File: src/rtl/pwm_audio_pkg.sv
// Shared constants and helpers for the PWM audio path.
// The effective PWM period is the next power of two at or above the requested length.
package pwm_audio_pkg;

  localparam int DEFAULT_PULSE_PERIOD = 16;
  localparam int DEFAULT_INPUT_BITS   = 4;
  localparam int DEFAULT_FIFO_DEPTH   = 8;

  // Where the next sample value comes from on a given edge
  typedef enum logic [1:0] {
    SRC_KEEP = 2'd0,
    SRC_ZERO = 2'd1,
    SRC_HEAD = 2'd2
  } sample_src_e;

  function automatic int period_len(input int x);
    return 1 << $clog2(x);
  endfunction

endpackage

File: src/rtl/sample_fifo.sv
// Synchronous FIFO with registered full, empty and level flags.
// Pushes into a full FIFO and pops from an empty one are ignored.
module sample_fifo #(
  parameter int WIDTH = 4,
  parameter int DEPTH = 8
) (
  input  logic                     clk,
  input  logic                     reset,
  input  logic                     push,
  input  logic                     pop,
  input  logic [WIDTH-1:0]         wdata,
  output logic [WIDTH-1:0]         rdata,
  output logic                     full,
  output logic                     empty,
  output logic [$clog2(DEPTH):0]   level
);

  localparam int AW = $clog2(DEPTH);
  localparam logic [AW:0] DEPTH_L = (AW+1)'(DEPTH);

  logic [WIDTH-1:0] mem_q [DEPTH];
  logic [WIDTH-1:0] mem_d [DEPTH];
  logic [AW-1:0]    wr_ptr_q, wr_ptr_d;
  logic [AW-1:0]    rd_ptr_q, rd_ptr_d;
  logic [AW:0]      level_q, level_d;
  logic             full_q, full_d;
  logic             empty_q, empty_d;
  logic             do_push;
  logic             do_pop;

  assign do_push = push && !full_q;
  assign do_pop  = pop && !empty_q;

  always_comb begin
    mem_d    = mem_q;
    wr_ptr_d = wr_ptr_q;
    rd_ptr_d = rd_ptr_q;
    level_d  = level_q;
    if (do_push) begin
      mem_d[wr_ptr_q] = wdata;
      wr_ptr_d        = wr_ptr_q + 1'b1;
    end
    if (do_pop) begin
      rd_ptr_d = rd_ptr_q + 1'b1;
    end
    case ({do_push, do_pop})
      2'b10:   level_d = level_q + 1'b1;
      2'b01:   level_d = level_q - 1'b1;
      default: level_d = level_q;
    endcase
    full_d  = (level_d == DEPTH_L);
    empty_d = (level_d == '0);
  end

  always_ff @(posedge clk) begin
    if (reset) begin
      wr_ptr_q <= '0;
      rd_ptr_q <= '0;
      level_q  <= '0;
      full_q   <= 1'b0;
      empty_q  <= 1'b1;
    end else begin
      wr_ptr_q <= wr_ptr_d;
      rd_ptr_q <= rd_ptr_d;
      level_q  <= level_d;
      full_q   <= full_d;
      empty_q  <= empty_d;
    end
  end

  // Storage needs no reset: the pointers and level fully define what is valid
  always_ff @(posedge clk) begin
    mem_q <= mem_d;
  end

  assign rdata = mem_q[rd_ptr_q];
  assign full  = full_q;
  assign empty = empty_q;
  assign level = level_q;

endmodule

File: src/rtl/sample_feeder.sv
// Buffers upstream samples and hands one to the PWM converter per PWM period.
// Define SAMPLE_HOLD_ON_UNDERRUN_EN to repeat the last sample on underrun instead of outputting 0.
module sample_feeder
  import pwm_audio_pkg::*;
#(
  parameter int PULSE_PERIOD = DEFAULT_PULSE_PERIOD,
  parameter int INPUT_BITS   = DEFAULT_INPUT_BITS,
  parameter int FIFO_DEPTH   = DEFAULT_FIFO_DEPTH
) (
  input  logic                         clk,
  input  logic                         reset,
  input  logic                         en,
  input  logic [INPUT_BITS-1:0]        in_data,
  input  logic                         in_valid,
  output logic                         in_ready,
  input  logic [1:0]                   vol_shift,
  input  logic                         clear_underrun,
  output logic [INPUT_BITS-1:0]        sample,
  output logic                         period_start,
  output logic                         underrun,
  output logic [$clog2(FIFO_DEPTH):0]  level
);

  localparam int P  = period_len(PULSE_PERIOD);
  localparam int CW = $clog2(P);
  localparam logic [CW-1:0] PCNT_LAST = CW'(P - 1);

`ifdef SAMPLE_HOLD_ON_UNDERRUN_EN
  localparam sample_src_e UNDERRUN_SRC = SRC_KEEP;
`else
  localparam sample_src_e UNDERRUN_SRC = SRC_ZERO;
`endif

  logic [CW-1:0]         pcnt_q, pcnt_d;
  logic [INPUT_BITS-1:0] sample_q, sample_d;
  logic                  period_start_q, period_start_d;
  logic                  underrun_q, underrun_d;

  logic                  boundary;
  logic                  fifo_full;
  logic                  fifo_empty;
  logic [INPUT_BITS-1:0] fifo_head;
  sample_src_e           src;

  assign boundary = en && (pcnt_q == PCNT_LAST);

  // Pop only ever happens on a boundary; the FIFO itself suppresses pops when empty
  sample_fifo #(
    .WIDTH (INPUT_BITS),
    .DEPTH (FIFO_DEPTH)
  ) u_fifo (
    .clk   (clk),
    .reset (reset),
    .push  (in_valid),
    .pop   (boundary),
    .wdata (in_data),
    .rdata (fifo_head),
    .full  (fifo_full),
    .empty (fifo_empty),
    .level (level)
  );

  always_comb begin
    src = SRC_KEEP;
    if (!en) begin
      src = SRC_ZERO;
    end else if (boundary) begin
      src = fifo_empty ? UNDERRUN_SRC : SRC_HEAD;
    end

    case (src)
      SRC_ZERO: sample_d = '0;
      SRC_HEAD: sample_d = fifo_head >> vol_shift;
      default:  sample_d = sample_q;
    endcase

    pcnt_d         = en ? pcnt_q + 1'b1 : '0;
    period_start_d = boundary;

    // A fresh underrun beats a simultaneous clear request
    if (boundary && fifo_empty) begin
      underrun_d = 1'b1;
    end else if (clear_underrun) begin
      underrun_d = 1'b0;
    end else begin
      underrun_d = underrun_q;
    end
  end

  always_ff @(posedge clk) begin
    if (reset) begin
      pcnt_q         <= '0;
      sample_q       <= '0;
      period_start_q <= 1'b0;
      underrun_q     <= 1'b0;
    end else begin
      pcnt_q         <= pcnt_d;
      sample_q       <= sample_d;
      period_start_q <= period_start_d;
      underrun_q     <= underrun_d;
    end
  end

  assign in_ready     = !fifo_full;
  assign sample       = sample_q;
  assign period_start = period_start_q;
  assign underrun     = underrun_q;

endmodule

File: config.mk
export PLATFORM = sky130hd
export DESIGN_NAME = sample_feeder
export DESIGN_NICKNAME = d
export VERILOG_FILES = /design/src/rtl/pwm_audio_pkg.sv /design/src/rtl/sample_fifo.sv /design/src/rtl/sample_feeder.sv
export SDC_FILE = /design/constraint.sdc
export NUM_CORES = 1
export LEC_CHECK = 0
export CAP_MARGIN = 15
export CORE_MARGIN = 2
export CORE_UTILIZATION = 45
export DETAILED_ROUTE_END_ITERATION = 8
export MAX_ROUTING_LAYER = met4
export PLACE_DENSITY = 0.74
export REMOVE_ABC_BUFFERS = 1
export SLEW_MARGIN = 25
export SYNTH_ARGS = -nofsm -noshare
export SYNTH_HDL_FRONTEND = slang
export SYNTH_SLANG_ARGS = --single-unit
File: constraint.sdc
create_clock -name clk -period 3.9 [get_ports clk]
set_clock_uncertainty 0.05 [all_clocks]
set_input_delay 0.39 -clock clk [delete_from_list [all_inputs] [get_ports clk]]
set_output_delay 0.39 -clock clk [all_outputs]
set_load 0.02 [all_outputs]
==> impl_metrics.toml, run 1 <==
[sta]
whs_ns = 0.412
setup_viol = 0
rsz0062_at_grt = "no"
final_max_slew_viol_count = 0
max_freq_mhz = 372
hold_violations = 0
relSlewSlack = 0.455
setup_tns_ns = 0
timing.final.crit_share = 0.689
fin_crit_ns = 2.69
tightest_slew_ns = 0.811

[finish]
drive_gt1_frac = 0.0569
antenna_cells = 0
nNetsFinal = 228
final_cell_mix = "edfxtp_1, nor2_1, dfxtp_1"
final_common_cell = "edfxtp_1"
fill_cells = 436
area_growth_pct = 15.2

[synth]
netlist_area_um2 = 2330
yosys_warnings = 0
synth_cell_types = 37
ys_seq_elements = 54
syn_inst = 188
synth.avg_cell_area_um2 = 12.4
synth_seq_area_share = 0.602

[floorplan]
fp-row-count = 26
initial_core_util = 0.462
ios = 22
coreArea_um2 = 5040
die_area_um2 = 5770
die_x_um = 76.0
die-height_um = 76.0

[routing]
wl_met1_mm = 1.73
ant_nets = 0
wirelength_mm = 3.71
drtIter0Drc = 43
wl_per_cell_um = 13.2
routed-via-count = 1416
drt_first_pass_iters = 4
dr_wl_met3_um = 170
drc = 0
routed_via_density = 5.04
top_layer = "met4"
wl_met2_mm = 1.78

[global_routing]
grt_pass1_vias = 1331
antenna_found_initial = 0
grt_pass1_wl_mm = 6.27
grt_max_degree = 20
grt-ovfl-total = 0
grtUsageTotal = 0.144

[run_status]
status = "finished, final reports clean"

[critical_path]
cpMaxStageDelayCell = "dfxtp_1"
path_max_fanout = 5
arrival_ns = 2.84
cp-start-kind = "flop"
cpMostUsedCell = "ha_1"
crit_path_end_kind = "flop"
max_stage_delay_ns = 0.38
crit_type = "reg2reg"
cp.required_ns = 4.05
worstPathCellList = "ha_1 -> nand4_1 -> nor2_1 -> ha_1 -> xor2_1 -> ha_1 -> a21oi_1 -> xor2_1 -> nor2_1 -> xnor2_1 -> nor4bb_1"
reg2regPathDepth = 11

[power]
leakagePower_uw = 0.000909
sw_frac_of_total = 0.205
pwr-share-clk = 0.310
switching_power_uw = 203
power_uw = 988
intPower_uw = 786
seqPwrFrac = 0.630
p_comb_frac = 0.059
power.density_nw_per_um2 = 368
peakVddDrop_mv = 0.169

[clock_tree]
cts_made_buffers = 5
ctsHtreeMaxLevel = 2
insertion_delay_ns = 0.30
clk_pin_slew_worst_paths_ns = 0.09
post_cts_buffers = 0
hold_buffers = 0
cts_root_buf = "clkbuf_8"
clkSinkCount = 54
cts_tree = "done"
cts.path.max_buffers = 2
cts_resized = 0

[placement]
port_buffers = 21
dp_hpwl_mm = 2.64
place.gp.congestion = 0.848

[job]
drv_cap = 0

[worst_hold_path]
hold_depth = 2
hold_class = "reg2reg"
[power by group through the flow]
stage / registers [µW] / clock network, µW / logic [µW]
2_1_floorplan: 637 / 0 / 28.6
3_3_place_gp: 636 / 0 / 58.2
3_5_place_dp: 636 / 0 / 59.3
4_1_cts: 623 / 318 / 59.6
5_1_grt: 625 / 341 / 66.0
6_report: 623 / 307 / 58.6
[cells by family (layout without fill, tap and decap cells)]
| kind of cell | count (synthesis) | count (layout) | share of synthesized area |
|---|---|---|---|
| DFF | 54 | 54 | 0.602 |
| AOI/OAI and AO/OA | 21 | 21 | 0.0521 |
| xor gates and xnor gates | 9 | 9 | 0.0338 |
| buffers and inverters | 11 | 34 | 0.0231 |
| adders and majority gates | 7 | 7 | 0.0376 |
| muxes | 18 | 18 | 0.105 |
| and+or+nand+nor | 68 | 68 | 0.147 |
[cell usage after synthesis]
master	count	share of area
nor2b_1	1	0.0027
and4_1	1	0.0038
nand2b_1	9	0.024
nor3_1	2	0.0043
ha_1	7	0.038
nand4_1	1	0.0027
or3_1	3	0.0081
edfxtp_1	32	0.41
nand2_1	14	0.023
nor2_1	25	0.040
buf_2	1	0.0021
mux4_1	3	0.034
a31o_2	1	0.0038
and3b_1	1	0.0038
clkbuf_1	3	0.0048
xor2_1	6	0.023
mux2i_1	12	0.052
mux4_2	1	0.0097
mux2_2	2	0.0097
a2bb2oi_1	1	0.0038
o21bai_1	1	0.0032
a31oi_1	2	0.0054
nand3_1	2	0.0043
nand4b_1	1	0.0038
nor3_2	1	0.0043
and2_1	2	0.0054
buf_6	1	0.0048
a211oi_1	1	0.0032
buf_4	1	0.0032
a21oi_1	10	0.021
o22ai_1	1	0.0027
nor4bb_1	1	0.0043
xnor2_1	3	0.011
dfxtp_1	22	0.19
o21ai_0	4	0.0086
nand3b_1	4	0.013
inv_1	5	0.0081
[path summary, 6_finish.rpt]
kind | start | end | slack (ns)
max reg2reg | pcnt_q[0]$_SDFF_PP0_ | u_fifo.full$_SDFF_PP0_ | 1.21
max | pcnt_q[0]$_SDFF_PP0_ | u_fifo.full$_SDFF_PP0_ | 1.21
min | sample[3]$_SDFFE_PP0P_ | sample[3]$_SDFFE_PP0P_ | 0.41
min reg2reg | sample[3]$_SDFFE_PP0P_ | sample[3]$_SDFFE_PP0P_ | 0.41
[critical path, delay by kind of cell, from the launching register on]
kind | cells | cell delay (ns)
AND/OR/NAND/NOR | 4 | 0.86
adder cells (fa/ha/maj) | 3 | 0.70
XOR/XNOR | 3 | 0.46
flip-flops | 1 | 0.38
AO/OA/AOI/OAI | 1 | 0.14
[layer usage]
layer  track usage  up-vias
met3        0.0381        5
met5             -        -
li1              -      717
met1         0.192      658
met2         0.216       36
met4        0.0455        0
[state kept, by name, indices dropped and copies added, names as in the netlist]
register	count
pcnt_q	4
sample	4
u_fifo.level	4
u_fifo.empty	1
period_start	1
u_fifo.rd_ptr_q	3
u_fifo.full	1
underrun	1
u_fifo.wr_ptr_q	3
u_fifo.mem_q	32
[through the flow]
stage               std cells  cell area, µm²  worst slack (ns)   util
finish                    281            2680              1.21  0.532
global route              281            2680             0.874  0.532
CTS                       281            2680              1.18  0.532
detailed placement        273            2590             0.886  0.514
global placement          273            2590              1.01  0.514
floorplan                 182            2290              1.55      -
[layout make-up]
class	count	area (µm²)	share of cell area
multi-input cells	123	875	0.326
flip-flops and latches	54	1400	0.522
clock buffers	7	86.3	0.0322
well taps	70	87.6	0.0326
repair buffers	21	210	0.0783
inverters	5	18.8	0.00699
clock inverters	1	5.00	0.00186
Note: power is estimated with default switching activity, not from simulation.
==> run 2: changes to the inputs <==
clock period = 2.5 ns   (was 3.9 ns; I/O delays follow)
==> impl_metrics.toml, run 2 (synthesis results as in run 1) <==
[clock_tree]
cts.path.max_buffers = 2
clk_pin_slew_worst_paths_ns = 0.09
post_cts_buffers = 0
cts_tree = "done"
ctsHtreeMaxLevel = 2
clkSinkCount = 54
cts_made_buffers = 5
hold_buffers = 0
cts_root_buf = "clkbuf_8"
insertion_delay_ns = 0.29

[power]
leakagePower_uw = 0.000950
switching_power_uw = 317
intPower_uw = 1210
power.density_nw_per_um2 = 552
seqPwrFrac = 0.638
peakVddDrop_mv = 0.286
pwr-share-clk = 0.297
sw_frac_of_total = 0.208
p_comb_frac = 0.065

[finish]
final_common_cell = "edfxtp_1"
nNetsFinal = 238
final_util = 0.548
largest_reg_flops = 32
antenna_cells = 0
area_growth_pct = 18.6
final_area_um2 = 2760
final_cell_mix = "edfxtp_1, nor2_1, dfxtp_1"
drive_gt1_frac = 0.104
top_register = "u_fifo.mem_q"

[worst_hold_path]
hold_class = "reg2reg"

[sta]
rsz0062_at_grt = "yes"
tightest_slew_ns = 0.733
setup_viol = 0
final_max_slew_viol_count = 0
timing.final.crit_share = 0.928
max_freq_mhz = 431
hold_violations = 0
relSlewSlack = 0.510
fin_crit_ns = 2.32

[floorplan]
die-height_um = 76.0
die_x_um = 76.0
initial_core_util = 0.462
coreArea_um2 = 5040
ios = 22
die_area_um2 = 5770
fp-row-count = 26

[routing]
wirelength_mm = 3.98
drc = 0
drtIter0Drc = 92
drt_first_pass_iters = 6
wl_per_cell_um = 13.7
ant_nets = 0
routed-via-count = 1464
routed_via_density = 5.03

[global_routing]
grt_pass1_vias = 1419
grtUsageTotal = 0.151
grt_pass1_wl_mm = 6.70
grt_max_degree = 20
grt-ovfl-total = 0
antenna_found_initial = 0

[critical_path]
path_max_fanout = 3
crit_path_end_kind = "flop"
cp.required_ns = 2.65
arrival_ns = 2.47
crit_type = "reg2reg"
cp-start-kind = "flop"

[placement]
port_buffers = 21
place.gp.congestion = 0.818
dp_hpwl_mm = 2.87
dpl_cell_area_um2 = 2670

[job]
drv_cap = 0

[run_status]
status = "finished, final reports clean"
[run 2: stage by stage]
step | hold WS, ns | power [µW] | TNS [ns] | std cells | setup WS, ns
2_1_floorplan | 0.269 | 1040 | 0 | 182 | 0.150
3_3_place_gp | 0.380 | 1090 | 0 | 283 | 0.0779
3_5_place_dp | 0.402 | 1090 | -0.0968 | 283 | -0.0968
4_1_cts | 0.414 | 1540 | 0 | 291 | 0.0579
5_1_grt | 0.433 | 1590 | -0.0461 | 291 | -0.0406
6_report | 0.411 | 1530 | 0 | 291 | 0.181
[run 2: final cells by class]
| class | count | area, µm² |
|---|---|---|
| Clock buffer | 8 | 80.1 |
| Tap cell | 70 | 87.6 |
| Multi-Input combinational cell | 123 | 891 |
| Timing Repair Buffer | 31 | 285 |
| Fill cell | 432 | 2280 |
| Inverter | 5 | 18.8 |
| Sequential cell | 54 | 1400 |
[run 2: path summary, 6_finish.rpt]
path                                               end  slack (ns)              startpoint  depth (start not counted)
worst max-delay path            u_fifo.full$_SDFF_PP0_        0.18    pcnt_q[0]$_SDFF_PP0_                         11
worst min-delay path            sample[2]$_SDFFE_PP0P_        0.41  sample[2]$_SDFFE_PP0P_                          2
worst min register to register  sample[2]$_SDFFE_PP0P_        0.41  sample[2]$_SDFFE_PP0P_                          2
worst max register to register  u_fifo.full$_SDFF_PP0_        0.18    pcnt_q[0]$_SDFF_PP0_                         11
[run 2: repair_timing]
item / 4_1_cts / 5_1_grt
gates resized for setup: 0 / 3
hold endpoints to repair: 0 / 0
endpoints found under the setup margin: 0 / 2
[run 2: layer usage]
metal | vias to the layer above | global-route usage | part of all wire
met5 | - | - | 0
met4 | 0 | 0.0382 | 0.0065
met3 | 2 | 0.0369 | 0.028
met2 | 18 | 0.240 | 0.50
met1 | 704 | 0.196 | 0.47
li1 | 740 | - | -
[run 2: power by group through the flow]
stage / Clock, µW / Sequential (µW) / Combinational (µW)
final: 452 / 973 / 99.9
after global routing: 503 / 976 / 112
after CTS: 466 / 972 / 100
after detailed placement: 0 / 993 / 99.6
after global placement: 0 / 992 / 97.0
after floorplan: 0 / 993 / 44.6
[run 2: critical path, cell delays in order (launching register included)]
cell	delay, ns
dfxtp_1	0.36
ha_1	0.20
nand4_1	0.15
nor2_2	0.17
ha_1	0.21
xor2_1	0.08
ha_1	0.19
a21oi_1	0.14
xor2_1	0.16
nor2_1	0.08
xnor2_2	0.17
nor4bb_2	0.25
